--- src/rtl/p6_pkg.sv ---
// Shared constants for the P6 datapath: widths, operand-fetch FSM states and
// the shift codes understood by the downstream shifter.
package p6_pkg;

    localparam int DATA_W = 16;
    localparam int NREGS  = 8;
    localparam int AW     = 3;

    typedef enum logic [1:0] {
        IDLE = 2'b00,
        RD_A = 2'b01,
        RD_B = 2'b10,
        DONE = 2'b11
    } state_t;

    localparam logic [1:0] SH_NONE = 2'b00;
    localparam logic [1:0] SH_LSL  = 2'b01;
    localparam logic [1:0] SH_LSR  = 2'b10;
    localparam logic [1:0] SH_ASR  = 2'b11;

endpackage

--- src/rtl/p6_operand_fetch_if.sv ---
// Request, write-back and operand signals between the P6 controller and the
// operand-fetch stage.
interface p6_operand_fetch_if;

    logic                         start;
    logic [p6_pkg::AW-1:0]        rn;
    logic [p6_pkg::AW-1:0]        rm;
    logic [1:0]                   shift_in;
    logic                         use_a;
    logic                         write;
    logic [p6_pkg::AW-1:0]        wnum;
    logic [p6_pkg::DATA_W-1:0]    wdata;
    logic                         busy;
    logic                         done;
    logic [p6_pkg::DATA_W-1:0]    aout;
    logic [p6_pkg::DATA_W-1:0]    bout;
    logic [1:0]                   shift_out;

    modport master (
        output start, rn, rm, shift_in, use_a, write, wnum, wdata,
        input  busy, done, aout, bout, shift_out
    );

    modport slave (
        input  start, rn, rm, shift_in, use_a, write, wnum, wdata,
        output busy, done, aout, bout, shift_out
    );

endinterface

--- src/rtl/p6_regfile.sv ---
// General register file: one combinational read port, one synchronous write
// port. Contents survive reset; only the write is suppressed while in reset.
module p6_regfile
    import p6_pkg::*;
#(
    parameter int W = DATA_W,
    parameter int N = NREGS,
    parameter int A = AW
) (
    input  logic         clk,
    input  logic         reset_n,
    input  logic [A-1:0] rnum_i,
    output logic [W-1:0] rdata_o,
    input  logic         we_i,
    input  logic [A-1:0] wnum_i,
    input  logic [W-1:0] wdata_i
);

    logic [W-1:0] mem_q [N];

    always_ff @(posedge clk) begin
        if (reset_n && we_i) begin
            mem_q[wnum_i] <= wdata_i;
        end
    end

    // A same-edge read sees the pre-write value.
    assign rdata_o = mem_q[rnum_i];

endmodule

--- src/rtl/p6_operand_fetch.sv ---
// Operand-fetch stage: sequences register-file reads into the A and B operand
// registers and latches the shift code for the shifter.
module p6_operand_fetch
    import p6_pkg::*;
(
    input  logic               clk,
    input  logic               reset_n,
    p6_operand_fetch_if.slave  bus
);

    state_t              state_q, state_d;
    logic [AW-1:0]       rn_q, rn_d;
    logic [AW-1:0]       rm_q, rm_d;
    logic [1:0]          shift_q, shift_d;
    logic [DATA_W-1:0]   aout_q, aout_d;
    logic [DATA_W-1:0]   bout_q, bout_d;
    logic [AW-1:0]       rnum;
    logic [DATA_W-1:0]   rdata;

    assign rnum = (state_q == RD_A) ? rn_q : rm_q;

    p6_regfile #(
        .W (DATA_W),
        .N (NREGS),
        .A (AW)
    ) u_regfile (
        .clk     (clk),
        .reset_n (reset_n),
        .rnum_i  (rnum),
        .rdata_o (rdata),
        .we_i    (bus.write),
        .wnum_i  (bus.wnum),
        .wdata_i (bus.wdata)
    );

    always_comb begin
        state_d = state_q;
        rn_d    = rn_q;
        rm_d    = rm_q;
        shift_d = shift_q;
        aout_d  = aout_q;
        bout_d  = bout_q;
        case (state_q)
            IDLE: begin
                if (bus.start) begin
                    rn_d    = bus.rn;
                    rm_d    = bus.rm;
                    shift_d = bus.shift_in;
                    // MOV-type ops skip the A read and present zero instead.
                    if (bus.use_a) begin
                        state_d = RD_A;
                    end else begin
                        aout_d  = '0;
                        state_d = RD_B;
                    end
                end
            end
            RD_A: begin
                aout_d  = rdata;
                state_d = RD_B;
            end
            RD_B: begin
                bout_d  = rdata;
                state_d = DONE;
            end
            DONE: begin
                state_d = IDLE;
            end
        endcase
    end

    always_ff @(posedge clk) begin
        if (!reset_n) begin
            state_q <= IDLE;
            rn_q    <= '0;
            rm_q    <= '0;
            shift_q <= SH_NONE;
            aout_q  <= '0;
            bout_q  <= '0;
        end else begin
            state_q <= state_d;
            rn_q    <= rn_d;
            rm_q    <= rm_d;
            shift_q <= shift_d;
            aout_q  <= aout_d;
            bout_q  <= bout_d;
        end
    end

    assign bus.busy      = (state_q != IDLE);
    assign bus.done      = (state_q == DONE);
    assign bus.aout      = aout_q;
    assign bus.bout      = bout_q;
    assign bus.shift_out = shift_q;

endmodule
--- src/flat_wrapper.sv ---
// flat-port wrapper written by rule: the top's interface ports become plain ports
module p6_operand_fetch_flat import p6_pkg::*;
  (clk, reset_n, bus_start, bus_rn, bus_rm, bus_shift_in, bus_use_a, bus_write, bus_wnum, bus_wdata, bus_busy, bus_done, bus_aout, bus_bout, bus_shift_out);
  p6_operand_fetch_if bus_i ();
  input  logic clk;
  input  logic reset_n;
  input wire logic [$bits(bus_i.start)-1:0] bus_start;
  input wire logic [$bits(bus_i.rn)-1:0] bus_rn;
  input wire logic [$bits(bus_i.rm)-1:0] bus_rm;
  input wire logic [$bits(bus_i.shift_in)-1:0] bus_shift_in;
  input wire logic [$bits(bus_i.use_a)-1:0] bus_use_a;
  input wire logic [$bits(bus_i.write)-1:0] bus_write;
  input wire logic [$bits(bus_i.wnum)-1:0] bus_wnum;
  input wire logic [$bits(bus_i.wdata)-1:0] bus_wdata;
  output wire logic [$bits(bus_i.busy)-1:0] bus_busy;
  output wire logic [$bits(bus_i.done)-1:0] bus_done;
  output wire logic [$bits(bus_i.aout)-1:0] bus_aout;
  output wire logic [$bits(bus_i.bout)-1:0] bus_bout;
  output wire logic [$bits(bus_i.shift_out)-1:0] bus_shift_out;
  assign bus_i.start = bus_start;
  assign bus_i.rn = bus_rn;
  assign bus_i.rm = bus_rm;
  assign bus_i.shift_in = bus_shift_in;
  assign bus_i.use_a = bus_use_a;
  assign bus_i.write = bus_write;
  assign bus_i.wnum = bus_wnum;
  assign bus_i.wdata = bus_wdata;
  assign bus_busy = bus_i.busy;
  assign bus_done = bus_i.done;
  assign bus_aout = bus_i.aout;
  assign bus_bout = bus_i.bout;
  assign bus_shift_out = bus_i.shift_out;
  p6_operand_fetch u_core (.clk(clk), .reset_n(reset_n), .bus(bus_i));
endmodule
--- config.mk ---
export PLATFORM = sky130hd
export DESIGN_NAME = p6_operand_fetch_flat
export DESIGN_NICKNAME = d
export VERILOG_FILES = /design/src/rtl/p6_pkg.sv /design/src/rtl/p6_operand_fetch_if.sv /design/src/rtl/p6_regfile.sv /design/src/rtl/p6_operand_fetch.sv /design/src/flat_wrapper.sv
export SDC_FILE = /design/constraint.sdc
export NUM_CORES = 1
export LEC_CHECK = 0
export ABC_AREA = 0
export ABC_CLOCK_PERIOD_IN_PS = 2500
export CELL_PAD_IN_SITES_DETAIL_PLACEMENT = 0
export CELL_PAD_IN_SITES_GLOBAL_PLACEMENT = 1
export CORE_AREA = 2 2 126 140
export CTS_CLUSTER_DIAMETER = 60
export CTS_CLUSTER_SIZE = 16
export DETAILED_ROUTE_END_ITERATION = 7
export DIE_AREA = 0 0 128 142
export GPL_ROUTABILITY_DRIVEN = 0
export GPL_TIMING_DRIVEN = 0
export PLACE_DENSITY_LB_ADDON = 0.1
export SLEW_MARGIN = 10
export SYNTH_ARGS = -nofsm -noshare
export SYNTH_HDL_FRONTEND = slang
export SYNTH_SLANG_ARGS = --single-unit
--- constraint.sdc ---
create_clock -name clk -period 2.5 [get_ports clk]
set_clock_uncertainty 0.05 [all_clocks]
set_input_delay 0.25 -clock clk [delete_from_list [all_inputs] [get_ports clk]]
set_output_delay 0.25 -clock clk [all_outputs]
set_load 0.02 [all_outputs]
== Yosys cells after proc, flatten, opt, wreduce, memory -nomap -nowiden ==
Memory sizes are Yosys's and may differ from the RTL's.
Cells that the tools add are included.
Word-level totals
  bits in registers: 42
  bits in writable memories: 128
  output and inout port bits: 36
  logic and storage cells: 27
  memories: 1
Memories
  u_core.u_regfile.mem_q: words 8, width 16, read ports 1, clocked after Yosys merged registers in 0, wr ports 1, line p6_regfile.sv:19  | logic [W-1:0] mem_q [N];
Cells by class
  equality and inequality tests: 5
  mux-type cells: 9
  reduce and logical (&&, ||, !) cells: 6
Operator list (number)
  $mux 16: 2
  $pmux 16 s2: 1
  $pmux 2 s4: 1
  $eq 2x2->1 const B: 2
  $mux 2: 2
  $ne 2x2->1 const B: 2
  $reduce_bool 2->1: 2
  $mux 3: 1
  $reduce_and 3->1: 1
  $eq 2x1->1 const B: 1
  $logic_not 2->1: 1
  $mux 1: 2
  $reduce_and 2->1: 1
  $logic_and 1x1->1: 1

== Depth between registers and ports, before layout ==
Gate-level depths: netlist of run 1.
An unclocked memory read counts as a cell.
  depth in word-level cells: 4
  mapped depth: 9

== Cells and area by module ==
A second synthesis of run 1 with hierarchy kept.
Unflattened totals
  cells, all modules: 400
  area total of the unflattened synthesis: 6925.4 um^2
Modules (own cells, without submodules)
  p6_regfile: instances 1, cells an instance 198, area an instance 4976.0 um^2, seq. area each 3843.7 um^2
  p6_operand_fetch: instances 1, cells an instance 202, area an instance 1949.4 um^2, seq. area each 840.8 um^2

== Worst setup path after synthesis of run 1 ==
OpenSTA, ideal clock, no wires.
  kind: input -> register
  start point: in reset_n
  end point: mem u_core.u_regfile.mem_q[4][0] (netlist bit) (enable)
  data arrival time: 1.778 ns
  data required time: 2.041 ns
  slack: 0.263 ns
  stages: 3
  path buffers: 1
  cells stage by stage: clkbuf_1 > nand3_1 > nor3_1
Between the ends
  cells in the longest elaborated chain, start to end: 3
Ends and longest elaborated chain
  start: declaration: line flat_wrapper.sv:6  | input logic reset_n;
  $logic_and 1x1->1: line p6_regfile.sv:22  | if (reset_n && we_i) begin
  $mux 1: line p6_regfile.sv:22
  $mux 1 (not written as such): line p6_regfile.sv:23  | mem_q[wnum_i] <= wdata_i;
  end: declaration: line p6_regfile.sv:19
Every way passes these cells.

== Final worst setup path of run 1 ==
  start point: reg u_core.state_q[1]
  end point: reg u_core.bout_q[14] (netlist: u_core.bus.bout[14])
Between the ends
  cells in the longest elaborated chain, start to end: 3
Ends and longest elaborated chain
  start: declaration: line p6_operand_fetch.sv:11  | state_t state_q, state_d;
  start signal: assignment: line p6_operand_fetch.sv:81  | state_q <= state_d;
  $eq 2x1->1: line p6_operand_fetch.sv:20  | assign rnum = (state_q == RD_A) ? rn_q : rm_q;
  $mux 3: line p6_operand_fetch.sv:20
  $mem_v2 8x16
  end signal: assignment: line p6_operand_fetch.sv:86  | bout_q <= bout_d;
  end: declaration: line p6_operand_fetch.sv:16  | logic [DATA_W-1:0] bout_q, bout_d;
Several ways; a longest one is shown, not always the timed one.
A chain may end at the register's enable or synchronous reset.

==> results of run 1 <==
[power breakdown]
group	internal (mW)	switching (mW)	total [mW]
clock	1.67	1.14	2.80
sequential	3.18	0.0773	3.26
combinational	0.742	1.14	1.88
total	5.59	2.35	7.94
[placed cells by master, fill, tap and decap left out, types with 9 or more instances in the layout]
master / n
edfxtp_1: 128
nand2_1: 126
clkdlybuf4s50_1: 67
nor2b_1: 60
dfxtp_1: 42
o22ai_1: 39
o21ai_1: 35
a21oi_1: 33
o21ai_0: 29
a221oi_2: 22
clkbuf_16: 19
nand3b_1: 17
clkbuf_1: 12
nand3_1: 10
buf_4: 10
buf_2: 10
buf_6: 9
o22ai_2: 9
a221oi_1: 9
[synthesized netlist by cell type, drive strengths merged]
cell and count:
a21boi 9, a21o 1, a21oi 33, a221oi 31
a22o 1, and2b 4, buf 30, clkbuf 14
dfxtp 42, edfxtp 128, ha 5, inv 4
mux2 2, mux2i 4, nand2 126, nand2b 5
nand3 10, nand3b 17, nor2 7, nor2b 60
nor3 2, o211a 2, o21ai 64, o22ai 48
or2 1
[critical path: stages (launching register included)]
cell and delay, ps:
dfxtp_1 350, inv_1 110, ha_1 220, buf_6 180, mux2i_4 380, clkbuf_2 350
o21ai_0 140, o22ai_1 410, o21ai_1 100
[cell families (layout without fill, tap and decap cells)]
kind of cell | after synthesis | count (layout) | share of synthesized area
muxes | 6 | 6 | 0.00992
adders and majority gates | 5 | 5 | 0.00827
AOI/OAI and AO/OA | 189 | 189 | 0.174
and+or+nand+nor | 232 | 232 | 0.150
buffers and inverters | 48 | 157 | 0.0385
DFF | 170 | 170 | 0.619
[sequential cells by signal (all words and copies together) (netlist names)]
register	flops
u_core.rm_q	3
u_core.rn_q	3
u_core.state_q	2
u_core.bus.shift_out	2
u_core.bus.aout	16
u_core.u_regfile.mem_q	128
u_core.bus.bout	16
[final cells by class]
class | instances | area, µm² | share of cell area
sequential | 170 | 4680 | 0.501
tap | 208 | 260 | 0.0278
multi-input combinational | 432 | 2670 | 0.286
clock buffer | 22 | 507 | 0.0542
buffer | 44 | 289 | 0.0309
timing repair buffer | 77 | 802 | 0.0858
clock inverter | 10 | 124 | 0.0132
inverter | 4 | 15.0 | 0.00161
[worst max path at each step]
stage | startpoint | end | slack [ps] | depth (start not counted)
after global routing | u_core.state_q[1]$_SDFFE_PN0P_ | u_core.bus.bout[14]$_SDFFE_PN0P_ | 4 | 8
after detailed placement | u_core.state_q[1]$_SDFFE_PN0P_ | u_core.bus.aout[7]$_SDFFE_PN0P_ | -430 | 8
after floorplan | reset_n | u_core.u_regfile.mem_q[4][0]$_DFFE_PP_ | 260 | 3
after CTS | u_core.state_q[1]$_SDFFE_PN0P_ | u_core.bus.aout[8]$_SDFFE_PN0P_ | 60 | 8
after global placement | reset_n | u_core.u_regfile.mem_q[0][6]$_DFFE_PP_ | -1810 | 4
final | u_core.state_q[1]$_SDFFE_PN0P_ | u_core.bus.bout[14]$_SDFFE_PN0P_ | 80 | 8
[per-layer routing]
| layer | global-route usage | up-vias | wire, µm |
|---|---|---|---|
| met3 | 0.0571 | 29 | 1760 |
| li1 | - | 2592 | - |
| met4 | 0.0711 | 0 | 394 |
| met1 | 0.324 | 2731 | 9110 |
| met5 | 0 | - | 0 |
| met2 | 0.414 | 269 | 10500 |
[through the flow]
| step | setup TNS (ps) | util | cells | hold WS, ps | instance area, µm² |
|---|---|---|---|---|---|
| after floorplan | 0 | - | 650 | 299 | 7570 |
| after global placement | -142360 | 0.507 | 925 | 387 | 8500 |
| after detailed placement | -11510 | 0.516 | 935 | 392 | 8650 |
| after CTS | 0 | 0.555 | 967 | 355 | 9300 |
| after global routing | 0 | 0.558 | 967 | 376 | 9350 |
| final | 0 | 0.558 | 967 | 360 | 9350 |
[timing repair]
item | in CTS | in global routing
gates resized for setup | 3 | 13
setup endpoints to repair | 20 | 23
hold buffers | 0 | 0
==> results.cfg, run 1 <==
[grt]
grtUsageTotal = 0.247
antenna_found_initial = 0
grt_pass1_vias = 5544
grt_pass1_wl_mm = 32.9
grt-ovfl-total = 0
grt_max_degree = 17

[floorplanning]
rows = 50
dieArea_mm2 = 0.0182
fp.dieW_um = 128
initial_core_util = 0.451
core_area_mm2 = 0.0168
ioPinCount = 68
fp.dieH_um = 142

[clocking]
postCtsSetupRepairBufs = 0
cts_buffers = 17
clk_latency_ps = 430
root_buffer = clkbuf_16
cts.sink_count = 170
htreeDepth = 4
cts_tree = yes
clockBufferDepth = 2
clk_pin_slew_ps = 70

[yosys]
postSynthAreaPerCell_um2 = 11.6
ys_warn_count = 0
synthCells = 650
syn-num-nets = 687
yosysTopAreaCell = edfxtp_1
synth_top_area_frac = 0.508
synth-seq-cells = 170
synth_area_mm2 = 0.00757
synth_cell_types = 35
synth.area.top_cells = edfxtp_1 51%, dfxtp_1 11%, nand2_1 6.3%
yosysSeqAreaShare = 0.619

[timing]
rsz0062_at_grt = no
maxSlewViolCount = 0
fin_crit_ps = 2420
fin_crit_sh = 0.969
fmax_mhz = 413
finalWorstSetupSlack_ps = 76.8
slew_headroom = 0.516
final-setup-viol-count = 0
final-hold-violation-count = 0
tightest_slew_ps = 725

[hold_path]
holdPathEnd = u_core.bus.shift_out[0]$_SDFFE_PN0P_
hp-start = bus_shift_in[0]
holdPathStages = 3
hp-class = in -> reg

[setup_path]
critical_path_arrival_ps = 2680
r2r-start = u_core.state_q[1]$_SDFFE_PN0P_
cp-end-kind = register
cp.required_ps = 2760
crit_path_start_kind = register
worstSetupPathType = reg -> reg
r2r_setup_slack_ps = 80
reg2reg_depth = 8
path_max_fanout = 10
rr_endpoint = u_core.bus.bout[14]$_SDFFE_PN0P_

[detailed_routing]
drc = 0
via_per_inst = 5.81
wl_per_cell_um = 22.5
drt_iter0_drc = 451
routed_wl_mm = 21.7
vias = 5621
ant_nets = 0
first_pass_iters = 7

[job]
maxCapViolations = 0

[final_layout]
n_fill_cell = 1383
drive_gt1_frac = 0.158
area_delta_synth_final_pct = 23.6
antenna_cells = 0
nets = 783

[pwr]
total_power_mw = 7.94
powerDensity_mw_per_mm2 = 849
ir_worst_vdd_mv = 0.537
p_leak_nw = 3.18

[place]
portBuffers = 67
preCtsSetupSlack_ps = -425
dp_hpwl_mm = 14.7

[run_status]
status = completed
(Power assumes the default switching activity.)
==> run 2: changes to the inputs <==
--- a/config.mk
+++ b/config.mk
@@ -9,11 +9,11 @@
 export ABC_CLOCK_PERIOD_IN_PS = 2500
 export CELL_PAD_IN_SITES_DETAIL_PLACEMENT = 0
 export CELL_PAD_IN_SITES_GLOBAL_PLACEMENT = 1
-export CORE_AREA = 2 2 126 140
+export CORE_AREA = 4 4 128 142
 export CTS_CLUSTER_DIAMETER = 60
 export CTS_CLUSTER_SIZE = 16
 export DETAILED_ROUTE_END_ITERATION = 7
-export DIE_AREA = 0 0 128 142
+export DIE_AREA = 0 0 132 146
 export GPL_ROUTABILITY_DRIVEN = 0
 export GPL_TIMING_DRIVEN = 0
 export PLACE_DENSITY_LB_ADDON = 0.1
==> results.cfg, run 2 (synthesis results as in run 1) <==
[detailed_routing]
first_pass_iters = 5
wl_per_cell_um = 22.6
ant_nets = 0
drt_iter0_drc = 445
vias = 5570
routed_wl_mm = 21.9
via_per_inst = 5.76
drc = 0

[setup_path]
cp-end-kind = register
critical_path_arrival_ps = 2640
reg2reg_depth = 8
rr_endpoint = u_core.bus.aout[5]$_SDFFE_PN0P_
path_max_fanout = 10
crit_path_start_kind = register
cp.required_ps = 2760
r2r-start = u_core.state_q[1]$_SDFFE_PN0P_
r2r_setup_slack_ps = 120
worstSetupPathType = reg -> reg
crit_end = u_core.bus.aout[5]$_SDFFE_PN0P_
worstSetupStartpoint = u_core.state_q[1]$_SDFFE_PN0P_

[pwr]
p_leak_nw = 3.18
ir_worst_vdd_mv = 0.535
powerDensity_mw_per_mm2 = 843

[floorplanning]
core_area_mm2 = 0.0168
fp.dieH_um = 146
ioPinCount = 68
fp.dieW_um = 132
dieArea_mm2 = 0.0193
rows = 50
initial_core_util = 0.450

[final_layout]
multi_input_area_mm2 = 0.00267
area_delta_synth_final_pct = 23.6
mostFrequentLayoutCell = edfxtp_1
largest_register = u_core.u_regfile.mem_q
n_fill_cell = 1407
antenna_cells = 0
stdcell_area_mm2 = 0.00935
largest_register_ffs = 128
post-route-util = 0.556
drive_gt1_frac = 0.155
mostFrequentLayoutCells = 128 x edfxtp_1, 126 x nand2_1, 67 x clkdlybuf4s50_1, 60 x nor2b_1, 42 x dfxtp_1
seq_area_mm2 = 0.00468
nets = 783

[clocking]
cts.sink_count = 170
cts_buffers = 17
cts_tree = yes
postCtsSetupRepairBufs = 0
htreeDepth = 4
clockBufferDepth = 2
root_buffer = clkbuf_16
clk_latency_ps = 440
clk_pin_slew_ps = 60

[timing]
slew_headroom = 0.478
tightest_slew_ps = 782
fin_crit_sh = 0.951
final-hold-violation-count = 0
fin_crit_ps = 2380
rsz0062_at_grt = no
finalWorstSetupSlack_ps = 121
fmax_mhz = 420
maxSlewViolCount = 0
final-setup-viol-count = 0

[grt]
antenna_found_initial = 0
grt_pass1_wl_mm = 33.0
grt_pass1_vias = 5557
grt_max_degree = 17
grtUsageTotal = 0.229
grt-ovfl-total = 0

[run_status]
status = completed

[place]
dp_hpwl_mm = 15.1
preCtsSetupSlack_ps = -605
portBuffers = 67
place_area_mm2 = 0.00867

[hold_path]
hp-class = in -> reg
hp-start = bus_shift_in[0]

[job]
maxCapViolations = 0
## run 2: cell count changes in the layout (fill, tap and decap cells not counted), sizes merged
| cell | delta |
|---|---|
| clkbuf | -4 |
| buf | +3 |
| clkinv | +2 |
| bufinv | -1 |
## run 2: through the flow
stage | setup TNS [ps] | hold WS [ps] | instances | power, mW
global route | 0 | 362 | 967 | 8.18
finish | 0 | 339 | 967 | 7.88
floorplan | 0 | 299 | 650 | 4.42
global placement | -146720 | 388 | 925 | 5.08
CTS | 0 | 340 | 967 | 7.87
detailed placement | -17400 | 392 | 935 | 5.13
## run 2: layer usage
| layer | vias to the layer above | track usage | share of wire |
|---|---|---|---|
| met5 | - | 0 | 0 |
| met4 | 0 | 0.0877 | 0.025 |
| met3 | 38 | 0.0474 | 0.058 |
| met2 | 226 | 0.382 | 0.49 |
| met1 | 2703 | 0.294 | 0.43 |
| li1 | 2603 | - | - |
## run 2: how the worst min path moves through the flow
stage                                              to  slack, ps  depth (start not counted)
2_1_floorplan  u_core.u_regfile.mem_q[0][0]$_DFFE_PP_        300                          0
3_3_place_gp          u_core.bus.aout[9]$_SDFFE_PN0P_        390                          2
3_5_place_dp         u_core.bus.aout[14]$_SDFFE_PN0P_        390                          2
4_1_cts          u_core.bus.shift_out[0]$_SDFFE_PN0P_        340                          3
5_1_grt          u_core.bus.shift_out[0]$_SDFFE_PN0P_        360                          3
6_report         u_core.bus.shift_out[0]$_SDFFE_PN0P_        340                          3
## run 2: power breakdown
part	leakage (nW)	switching (mW)	internal, mW
clock network	0.320	1.14	1.62
logic	1.36	1.13	0.735
registers	1.50	0.0798	3.18
total	3.18	2.35	5.53
## run 2: critical path, stage by stage (launching register included)
cell	delay, ps
dfxtp_1	380
inv_1	100
ha_1	230
buf_6	160
nor2_1	280
buf_2	410
a221oi_2	120
o22ai_1	400
o21ai_1	130
## run 2: cell type report
| class | instances | share of cell area |
|---|---|---|
| Tap cell | 208 | 0.0278 |
| Clock buffer | 21 | 0.0562 |
| Buffer | 44 | 0.0304 |
| Timing Repair Buffer | 77 | 0.0871 |
| Inverter | 4 | 0.00161 |
| Sequential cell | 170 | 0.501 |
| Clock inverter | 11 | 0.0107 |
| Multi-Input combinational cell | 432 | 0.285 |
## run 2: timing repair
item | CTS | global route
gates resized for setup | 4 | 10
hold buffers | 0 | 0
endpoints found under the setup margin | 21 | 20
hold endpoints to repair | 0 | 0
